File: config.mk
export PLATFORM = sky130hd
export DESIGN_NAME = data_mem_sequencer
export DESIGN_NICKNAME = d
export VERILOG_FILES = /design/src/rtl/data_mem_sequencer.sv
export SDC_FILE = /design/constraint.sdc
export NUM_CORES = 1
export LEC_CHECK = 0
export BUFFER_PORTS_ARGS = -buffer_cell sky130_fd_sc_hd__buf_2
export CELL_PAD_IN_SITES_DETAIL_PLACEMENT = 1
export CELL_PAD_IN_SITES_GLOBAL_PLACEMENT = 2
export CORE_UTILIZATION = 24
export DETAILED_ROUTE_END_ITERATION = 16
export PLACE_DENSITY = 0.75
export RECOVER_POWER = 50
export REMOVE_ABC_BUFFERS = 1
export SKIP_CTS_REPAIR_TIMING = 1
export SLEW_MARGIN = 20
export SYNTH_ARGS = -nofsm -noshare
export SYNTH_HDL_FRONTEND = slang
export SYNTH_SLANG_ARGS = --single-unit
File: constraint.sdc
create_clock -name iCLK -period 1.9 [get_ports iCLK]
set_input_delay 0.095 -clock iCLK [delete_from_list [all_inputs] [get_ports iCLK]]
set_output_delay 0.095 -clock iCLK [all_outputs]
set_load 0.01 [all_outputs]
File: src/rtl/data_mem_sequencer.sv
// data_mem_sequencer
//   Multi-cycle load/store sequencer between the core and the data-memory bus.
//   Accepts one RV32I load/store, checks alignment, issues a single
//   word-aligned bus transaction with byte enables, waits for ack or timeout,
//   then returns extracted / sign-extended load data.
//
// Ports
//   iCLK, iRST        clock, synchronous active-high reset
//   iReq              core request (sampled only while idle)
//   iWrite            1 = store, 0 = load
//   iFunct3           RV32I load/store funct3
//   iAddress          byte address
//   iWriteData        store data (low bits used for SB/SH)
//   oBusy             high whenever an access is in progress
//   oDone             one-cycle completion pulse
//   oLoadData         load result, valid with oDone, held until next load
//   oMisaligned       with oDone: access aborted, misaligned
//   oTimeout          with oDone: access aborted, no ack
//   oMemReq           bus request
//   oMemWrite         bus write strobe
//   oMemAddr          word address
//   oMemByteEn        byte-lane enables
//   oMemWdata         lane-replicated store data
//   iMemAck           bus ack, completes the transaction in the sampled cycle
//   iMemRdata         read word, valid with iMemAck
module data_mem_sequencer #(
   parameter int unsigned TIMEOUT_CYCLES = 255
) (
   input  logic        iCLK,
   input  logic        iRST,
   input  logic        iReq,
   input  logic        iWrite,
   input  logic [2:0]  iFunct3,
   input  logic [31:0] iAddress,
   input  logic [31:0] iWriteData,
   output logic        oBusy,
   output logic        oDone,
   output logic [31:0] oLoadData,
   output logic        oMisaligned,
   output logic        oTimeout,
   output logic        oMemReq,
   output logic        oMemWrite,
   output logic [31:0] oMemAddr,
   output logic [3:0]  oMemByteEn,
   output logic [31:0] oMemWdata,
   input  logic        iMemAck,
   input  logic [31:0] iMemRdata
);

   localparam int unsigned CW = (TIMEOUT_CYCLES > 1) ? $clog2(TIMEOUT_CYCLES + 1) : 1;
   localparam logic [CW-1:0] LP_LAST = CW'((TIMEOUT_CYCLES == 0) ? 0 : TIMEOUT_CYCLES - 1);

   typedef enum logic [1:0] {S_IDLE, S_REQ, S_DONE} state_t;

   state_t         r_state;
   state_t         w_next;

   logic           r_write;
   logic [2:0]     r_funct3;
   logic [31:0]    r_addr;
   logic [31:0]    r_wdata;
   logic [CW-1:0]  r_cnt;
   logic [31:0]    r_load_data;
   logic           r_misal;
   logic           r_tmo;

   logic           w_half_in;
   logic           w_misal;
   logic           w_expire;
   logic [3:0]     w_byte_en;
   logic [31:0]    w_wdata;
   logic [7:0]     w_lane_byte;
   logic [15:0]    w_lane_half;
   logic [31:0]    w_load_val;

   // Alignment is judged on the live request so a bad access never reaches the bus.
   assign w_half_in = (iFunct3 == 3'b001) || (!iWrite && (iFunct3 == 3'b101));
   assign w_misal   = (w_half_in && iAddress[0]) ||
                      ((iFunct3 == 3'b010) && (iAddress[1:0] != 2'b00));

   // Last REQ cycle without ack; a zero budget disables the timeout entirely.
   assign w_expire  = (TIMEOUT_CYCLES != 0) && (r_state == S_REQ) &&
                      !iMemAck && (r_cnt == LP_LAST);

   assign oLoadData = r_load_data;

   always_comb begin
      w_byte_en = '0;
      w_wdata   = r_wdata;
      if (!r_write) begin
         w_byte_en = '1;
      end else begin
         case (r_funct3)
            3'b000: begin
               w_byte_en = 4'b0001 << r_addr[1:0];
               w_wdata   = {4{r_wdata[7:0]}};
            end
            3'b001: begin
               w_byte_en = r_addr[1] ? 4'b1100 : 4'b0011;
               w_wdata   = {2{r_wdata[15:0]}};
            end
            3'b010:  w_byte_en = '1;
            default: w_byte_en = '0;
         endcase
      end
   end

   always_comb begin
      w_lane_half = r_addr[1] ? iMemRdata[31:16] : iMemRdata[15:0];
      case (r_addr[1:0])
         2'd0:    w_lane_byte = iMemRdata[7:0];
         2'd1:    w_lane_byte = iMemRdata[15:8];
         2'd2:    w_lane_byte = iMemRdata[23:16];
         default: w_lane_byte = iMemRdata[31:24];
      endcase
      case (r_funct3)
         3'b000:  w_load_val = {{24{w_lane_byte[7]}}, w_lane_byte};
         3'b100:  w_load_val = {24'b0, w_lane_byte};
         3'b001:  w_load_val = {{16{w_lane_half[15]}}, w_lane_half};
         3'b101:  w_load_val = {16'b0, w_lane_half};
         3'b010:  w_load_val = iMemRdata;
         default: w_load_val = '0;
      endcase
   end

   always_ff @(posedge iCLK) begin
      if (iRST) r_state <= S_IDLE;
      else      r_state <= w_next;
   end

   always_comb begin
      w_next      = r_state;
      oBusy       = 1'b0;
      oDone       = 1'b0;
      oMisaligned = 1'b0;
      oTimeout    = 1'b0;
      oMemReq     = 1'b0;
      oMemWrite   = 1'b0;
      oMemAddr    = '0;
      oMemByteEn  = '0;
      oMemWdata   = '0;
      case (r_state)
         S_IDLE: begin
            if (iReq) w_next = w_misal ? S_DONE : S_REQ;
         end
         S_REQ: begin
            oBusy      = 1'b1;
            oMemReq    = 1'b1;
            oMemWrite  = r_write;
            oMemAddr   = {r_addr[31:2], 2'b00};
            oMemByteEn = w_byte_en;
            oMemWdata  = w_wdata;
            if (iMemAck || w_expire) w_next = S_DONE;
         end
         S_DONE: begin
            oBusy       = 1'b1;
            oDone       = 1'b1;
            oMisaligned = r_misal;
            oTimeout    = r_tmo;
            w_next      = S_IDLE;
         end
         default: w_next = S_IDLE;
      endcase
   end

   always_ff @(posedge iCLK) begin
      if (iRST) begin
         r_write     <= 1'b0;
         r_funct3    <= '0;
         r_addr      <= '0;
         r_wdata     <= '0;
         r_cnt       <= '0;
         r_load_data <= '0;
         r_misal     <= 1'b0;
         r_tmo       <= 1'b0;
      end else begin
         if ((r_state == S_IDLE) && iReq) begin
            r_write  <= iWrite;
            r_funct3 <= iFunct3;
            r_addr   <= iAddress;
            r_wdata  <= iWriteData;
            r_cnt    <= '0;
            r_misal  <= w_misal;
            r_tmo    <= 1'b0;
         end
         if (r_state == S_REQ) begin
            r_cnt <= r_cnt + CW'(1);
            if (iMemAck) begin
               if (!r_write) r_load_data <= w_load_val;
            end else if (w_expire) begin
               r_tmo <= 1'b1;
            end
         end
      end
   end

endmodule

# After elaboration in Yosys (flattened, before gate mapping)
# Index checks and enable logic that the tools add are counted.
# W data, S select, Z words.
# op_classes
bitwise,1
n_reduce_logical,19
n_mux,27
shifts,1
n_eq_ne,14
add_sub_neg,1
# ops
cell,count
$pmux W32 S5,1
$mux W32,3
$pmux W32 S2,1
$pmux W8 S3,1
$mux W16,1
$mux W8,2
$mux W4,3
$pmux W4 S3,1
$mux W1,10
$eq A3 B3 Y1 const B,3
$add A8 B1 Y8 const B,1
$eq A8 B8 Y1 const B,1
$eq A3 B1 Y1 const B,2
$eq A3 B2 Y1 const B,2
$logic_and A1 B1 Y1,6
$mux W2,3
$eq A2 B1 Y1 const B,2
$eq A2 B2 Y1 const B,2
$logic_not A2 Y1,2
$pmux W2 S2,1
$reduce_bool A2 Y1,2
$shl A1 B2 Y4 const A,1
$logic_not A3 Y1,1
$logic_or A1 B1 Y1,3
other kinds (7),8
# totals
reg_bits,112
output_inout_bits,106
wordCells,72

# Depth between registers and ports, before layout
# depth
depth_word,8
ltp_mapped,10
depth_no_buf,6

# Worst setup path before layout
# No wires, ideal clock.
# synth_timing
path_kind,reg-to-reg
startpoint,register r_state[1]
endpoint,register r_load_data[21] (netlist: oLoadData[21])
period_less_slack_ns,1.938
slack_ns,-0.038
stages_incl_launch_ff,10
setup_ns,0.060
arrival_time_ns,1.878
required_time_ns,1.840
n_path_buf,3
path_cell_list,dfxtp_1 > inv_1 > ha_1 > buf_4 > nand3b_1 > or3b_1 > buf_6 > nor4_4 > buf_6 > a221o_1
# synth_via
elab_chain_cells,2
# synth_lines
item,line,text
start: declaration,55,state_t r_state;
start signal: assignment,128,else r_state <= w_next;
$eq A2 B1 Y1,186,if (r_state == S_REQ) begin
$reduce_and A3 Y1 (no line),-,
end signal: assignment,189,if (!r_write) r_load_data <= w_load_val;
end: declaration,63,logic [31:0] r_load_data;
# Every way passes these cells.
# A chain may end at the register's enable or synchronous reset.

# Final worst setup path
# layout_timing
startpoint,register r_write
endpoint,output oMemWdata[8]
# layout_via
elab_chain_cells,2
# layout_lines
item,line,text
start: declaration,58,logic r_write;
start signal: assignment,178,r_write <= iWrite;
$mux W32,90,if (!r_write) begin
$mux W32,142,case (r_state)
end: declaration,45,"output logic [31:0] oMemWdata,"
# Every way passes these cells.

==> results.md <==
* Clk_lat worst skew at 0.37 ns
* Global Route Usage Sum at about 17%
* Input/output buffers at ~210
* Pins over their slew limit at 0
* Share of layout cells above drive strength 1 at 32.2%
* Seq/Total Area, Yosys at between 40% and 50%
* Reg clk slew, reported paths at around 0.080 ns
* Peak Freq at 519 MHz
* Nets at roughly 1000
* Final Util at a little under two fifths
* Starting DRT DRC Count at roughly 240
* Core area at roughly 0.022 mm^2
* Starting density of the core at 24.4%
* Crit-path max cell delay at 0.40 ns
* Dpl hpwl at ~14000 um
* CTS tree: done
* Yosys Warn Count at 0
* FF+latch count, synth at 112
* Sink Count at around 110
* Final WS setup at -0.0286 ns
* Vias post-DR at a little under 6000
* Final hold violations at 9
* Mapped Area at between 0.005 and 0.006 mm^2
* DR pass1 iterations at 5
* Top_reg_cell synth: dfxtp_1
* Skew final at 0.00914 ns
* Post-synth EDFFs at 0
* Post-synth ARST share at 0%
* CP max FO at 7
* Critical path capture point type: output port
* Mean post-synth cell area at 7.95 um^2
* CP max-delay cell: or3b_4
* Failing checks: negative hold slack, negative setup slack
* Vias in the first global route at roughly 5400
* Die footprint at between 0.02 and 0.025 mm^2
* Pwr per Cell Area at 764 mW/mm^2
* Final Wtd Congestion at 0.776
* Routed len/inst at between 15 and 20 um
* Critical path arrival at about 1.8 ns
* CTS Buf Count at 9
* Slew HR at slightly below 50%
* Initial antenna violation count at 1
* WS Path Type: reg -> out
* Number of distinct library cells after synthesis at just over 50
* Routed WL at ~21000 um
* CP Cell Sequence: buf_6 > or3b_4 > nor2_4 > buf_8 > nand2_2 > a21oi_2 > buf_4
* Fin Hold WS at -0.0265 ns
* Final Critical Period at 1.93 ns
* Detail Route Antenna Nets at 0
* Num rows at 54
* Root buffer cell: clkbuf_16
* Max-Cap Viols at 0
* I/O pins at 210
* Vias per inst at roughly 4.8
* Status: complete, but fails checks
* Tcrit/Tclk final at 102%
* Post-Place Worst Slack at -0.00288 ns
* H-Tree Depth at 3
* # fillers at 2664
* Clk buf depth at 2
* Cells after Synth at approximately 670
* RSZ-0062 raised after global routing: true
* Startpoint types: flip-flop
* Die height at ~150 um
* Required time worst endpoint at 1.80 ns
* First-pass GRT wire length at between 20000 and 30000 um
* Least-Margin Pin Slew at between 0.7 and 0.8 ns
* GRT Residual Overflow at 0
* # DRC at 0
* Tot Pwr at approximately 6200 uW
* Peak VDD IR at around 0.42 mV
* Final setup fails at 5
* Hold Path Class: in -> reg
* Die X at approximately 150 um
* Largest net degree at the start of global routing at between 60 and 70
* P&R area growth vs syn at 51.6%
* Leak pwr at 0.00335 uW
logic make-up (layout without fill, tap and decap cells):
family	after synthesis	in the layout	synth area share [%]
buf+inv	63	338	5.30
simple gates	285	285	24.3
compound gates	172	172	21.0
xor+xnor	3	3	0.495
flops	112	112	42.2
mux	27	27	5.49
fa+ha+maj	5	5	1.18
other cells	1	3	0.0706
worst max-delay path: cells and delay by family (launching register included):
kind                   cells  cell delay (ns)
DFF                        1             0.34
and+or+nand+nor            3             0.59
buffers and inverters      3             0.41
AOI/OAI and AO/OA          1             0.15
where the power goes:
| group | leakage, uW | internal (uW) | switching (uW) |
|---|---|---|---|
| registers | 0.000917 | 2520 | 117 |
| clock network | 0.000139 | 919 | 985 |
| logic | 0.00230 | 723 | 889 |
| total | 0.00335 | 4160 | 1990 |
flip-flops by register name (all words and copies together), names as in the netlist:
signal,count
oLoadData,32
r_addr,32
r_cnt,8
r_funct3,3
r_misal,1
r_state,2
r_tmo,1
r_wdata,32
r_write,1
synth_stat cells, drive strengths merged (2+ instances only):
master,count,area share (%)
nand2,186,13
a221oi,9,1.5
nor2b,4,0.47
mux2i,10,1.9
mux2,17,3.6
nand2b,6,0.71
ha,5,1.2
nand4,3,0.35
nor3,3,0.28
a221o,16,3.0
xnor2,2,0.33
a22oi,2,0.28
nor2,25,1.8
a211oi,9,1.3
or3b,2,0.33
or3,2,0.24
o21ai,17,1.7
a222oi,16,3.0
dfxtp,112,42
and2,42,4.9
clkbuf,38,2.7
nand3,2,0.19
buf,19,2.2
a21oi,94,8.9
nor3b,2,0.47
inv,6,0.42
worst paths after layout:
| check | start | end | slack, ns | cells after the start |
|---|---|---|---|---|
| worst max register to register | r_state[1]$_SDFFE_PP0P_ | oLoadData[24]$_SDFFE_PP0P_ | 0.02 | 9 |
| worst min-delay path | iAddress[6] | r_addr[6]$_SDFFE_PP0P_ | -0.03 | 3 |
| worst max-delay path | r_write$_SDFFE_PP0P_ | oMemWdata[8] | -0.03 | 7 |
| worst min register to register | r_addr[18]$_SDFFE_PP0P_ | r_addr[18]$_SDFFE_PP0P_ | 0.45 | 2 |
per-stage QoR:
step | setup TNS, ns | cell area, um^2 | std cells
floorplan | -61.56 | 5060 | 612
global placement | -4.51 | 6770 | 1130
detailed placement | -0.0100 | 6770 | 1130
CTS | -9.43 | 7050 | 1146
global route | -1.40 | 8050 | 1224
finish | -0.0924 | 8060 | 1225
routing by layer:
layer | vias up | part of all wire [%] | wire, um | GRT usage [%]
met2 | 192 | 46 | 9640 | 26.5
met3 | 21 | 8.2 | 1710 | 6.60
li1 | 2856 | - | - | -
met1 | 2752 | 45 | 9320 | 21.6
met5 | - | 0.048 | 10 | 0
met4 | 2 | 1.2 | 261 | 4.65
final cells by class:
type | instances | area, um^2 | share of cell area, %
sequential | 112 | 2250 | 28.0
antenna | 1 | 2.50 | 0.0311
clock inverter | 7 | 58.8 | 0.730
clock buffer | 9 | 225 | 2.80
inverter | 6 | 22.5 | 0.280
timing repair buffer | 316 | 2200 | 27.3
tap | 280 | 350 | 4.35
multi-input combinational | 494 | 2950 | 36.6
placed cells by master, fill, tap and decap left out, types with 4 or more instances in the layout:
cell           Yosys  layout
nand2_1          186     183
buf_2              6     172
dfxtp_1          112     106
a21oi_1           94      88
dlygate4sd3_1      0      60
and2_1            42      41
clkbuf_1          38      32
buf_4              4      31
nor2_1            25      20
mux2_2            17      17
a221o_1           16      16
a222oi_1          16      16
clkbuf_16          0      14
o21ai_0           16      11
mux2i_1           10       9
a221oi_1           9       9
buf_12             0       8
a21oi_2            0       6
buf_6              3       6
nand2b_1           6       5
a211oi_2           0       5
inv_1              5       4
nor2_2             0       4
a211oi_1           9       4
ha_1               5       4
inv_6              0       4
dfxtp_2            0       4
Note: power is estimated with default switching activity, not from simulation.
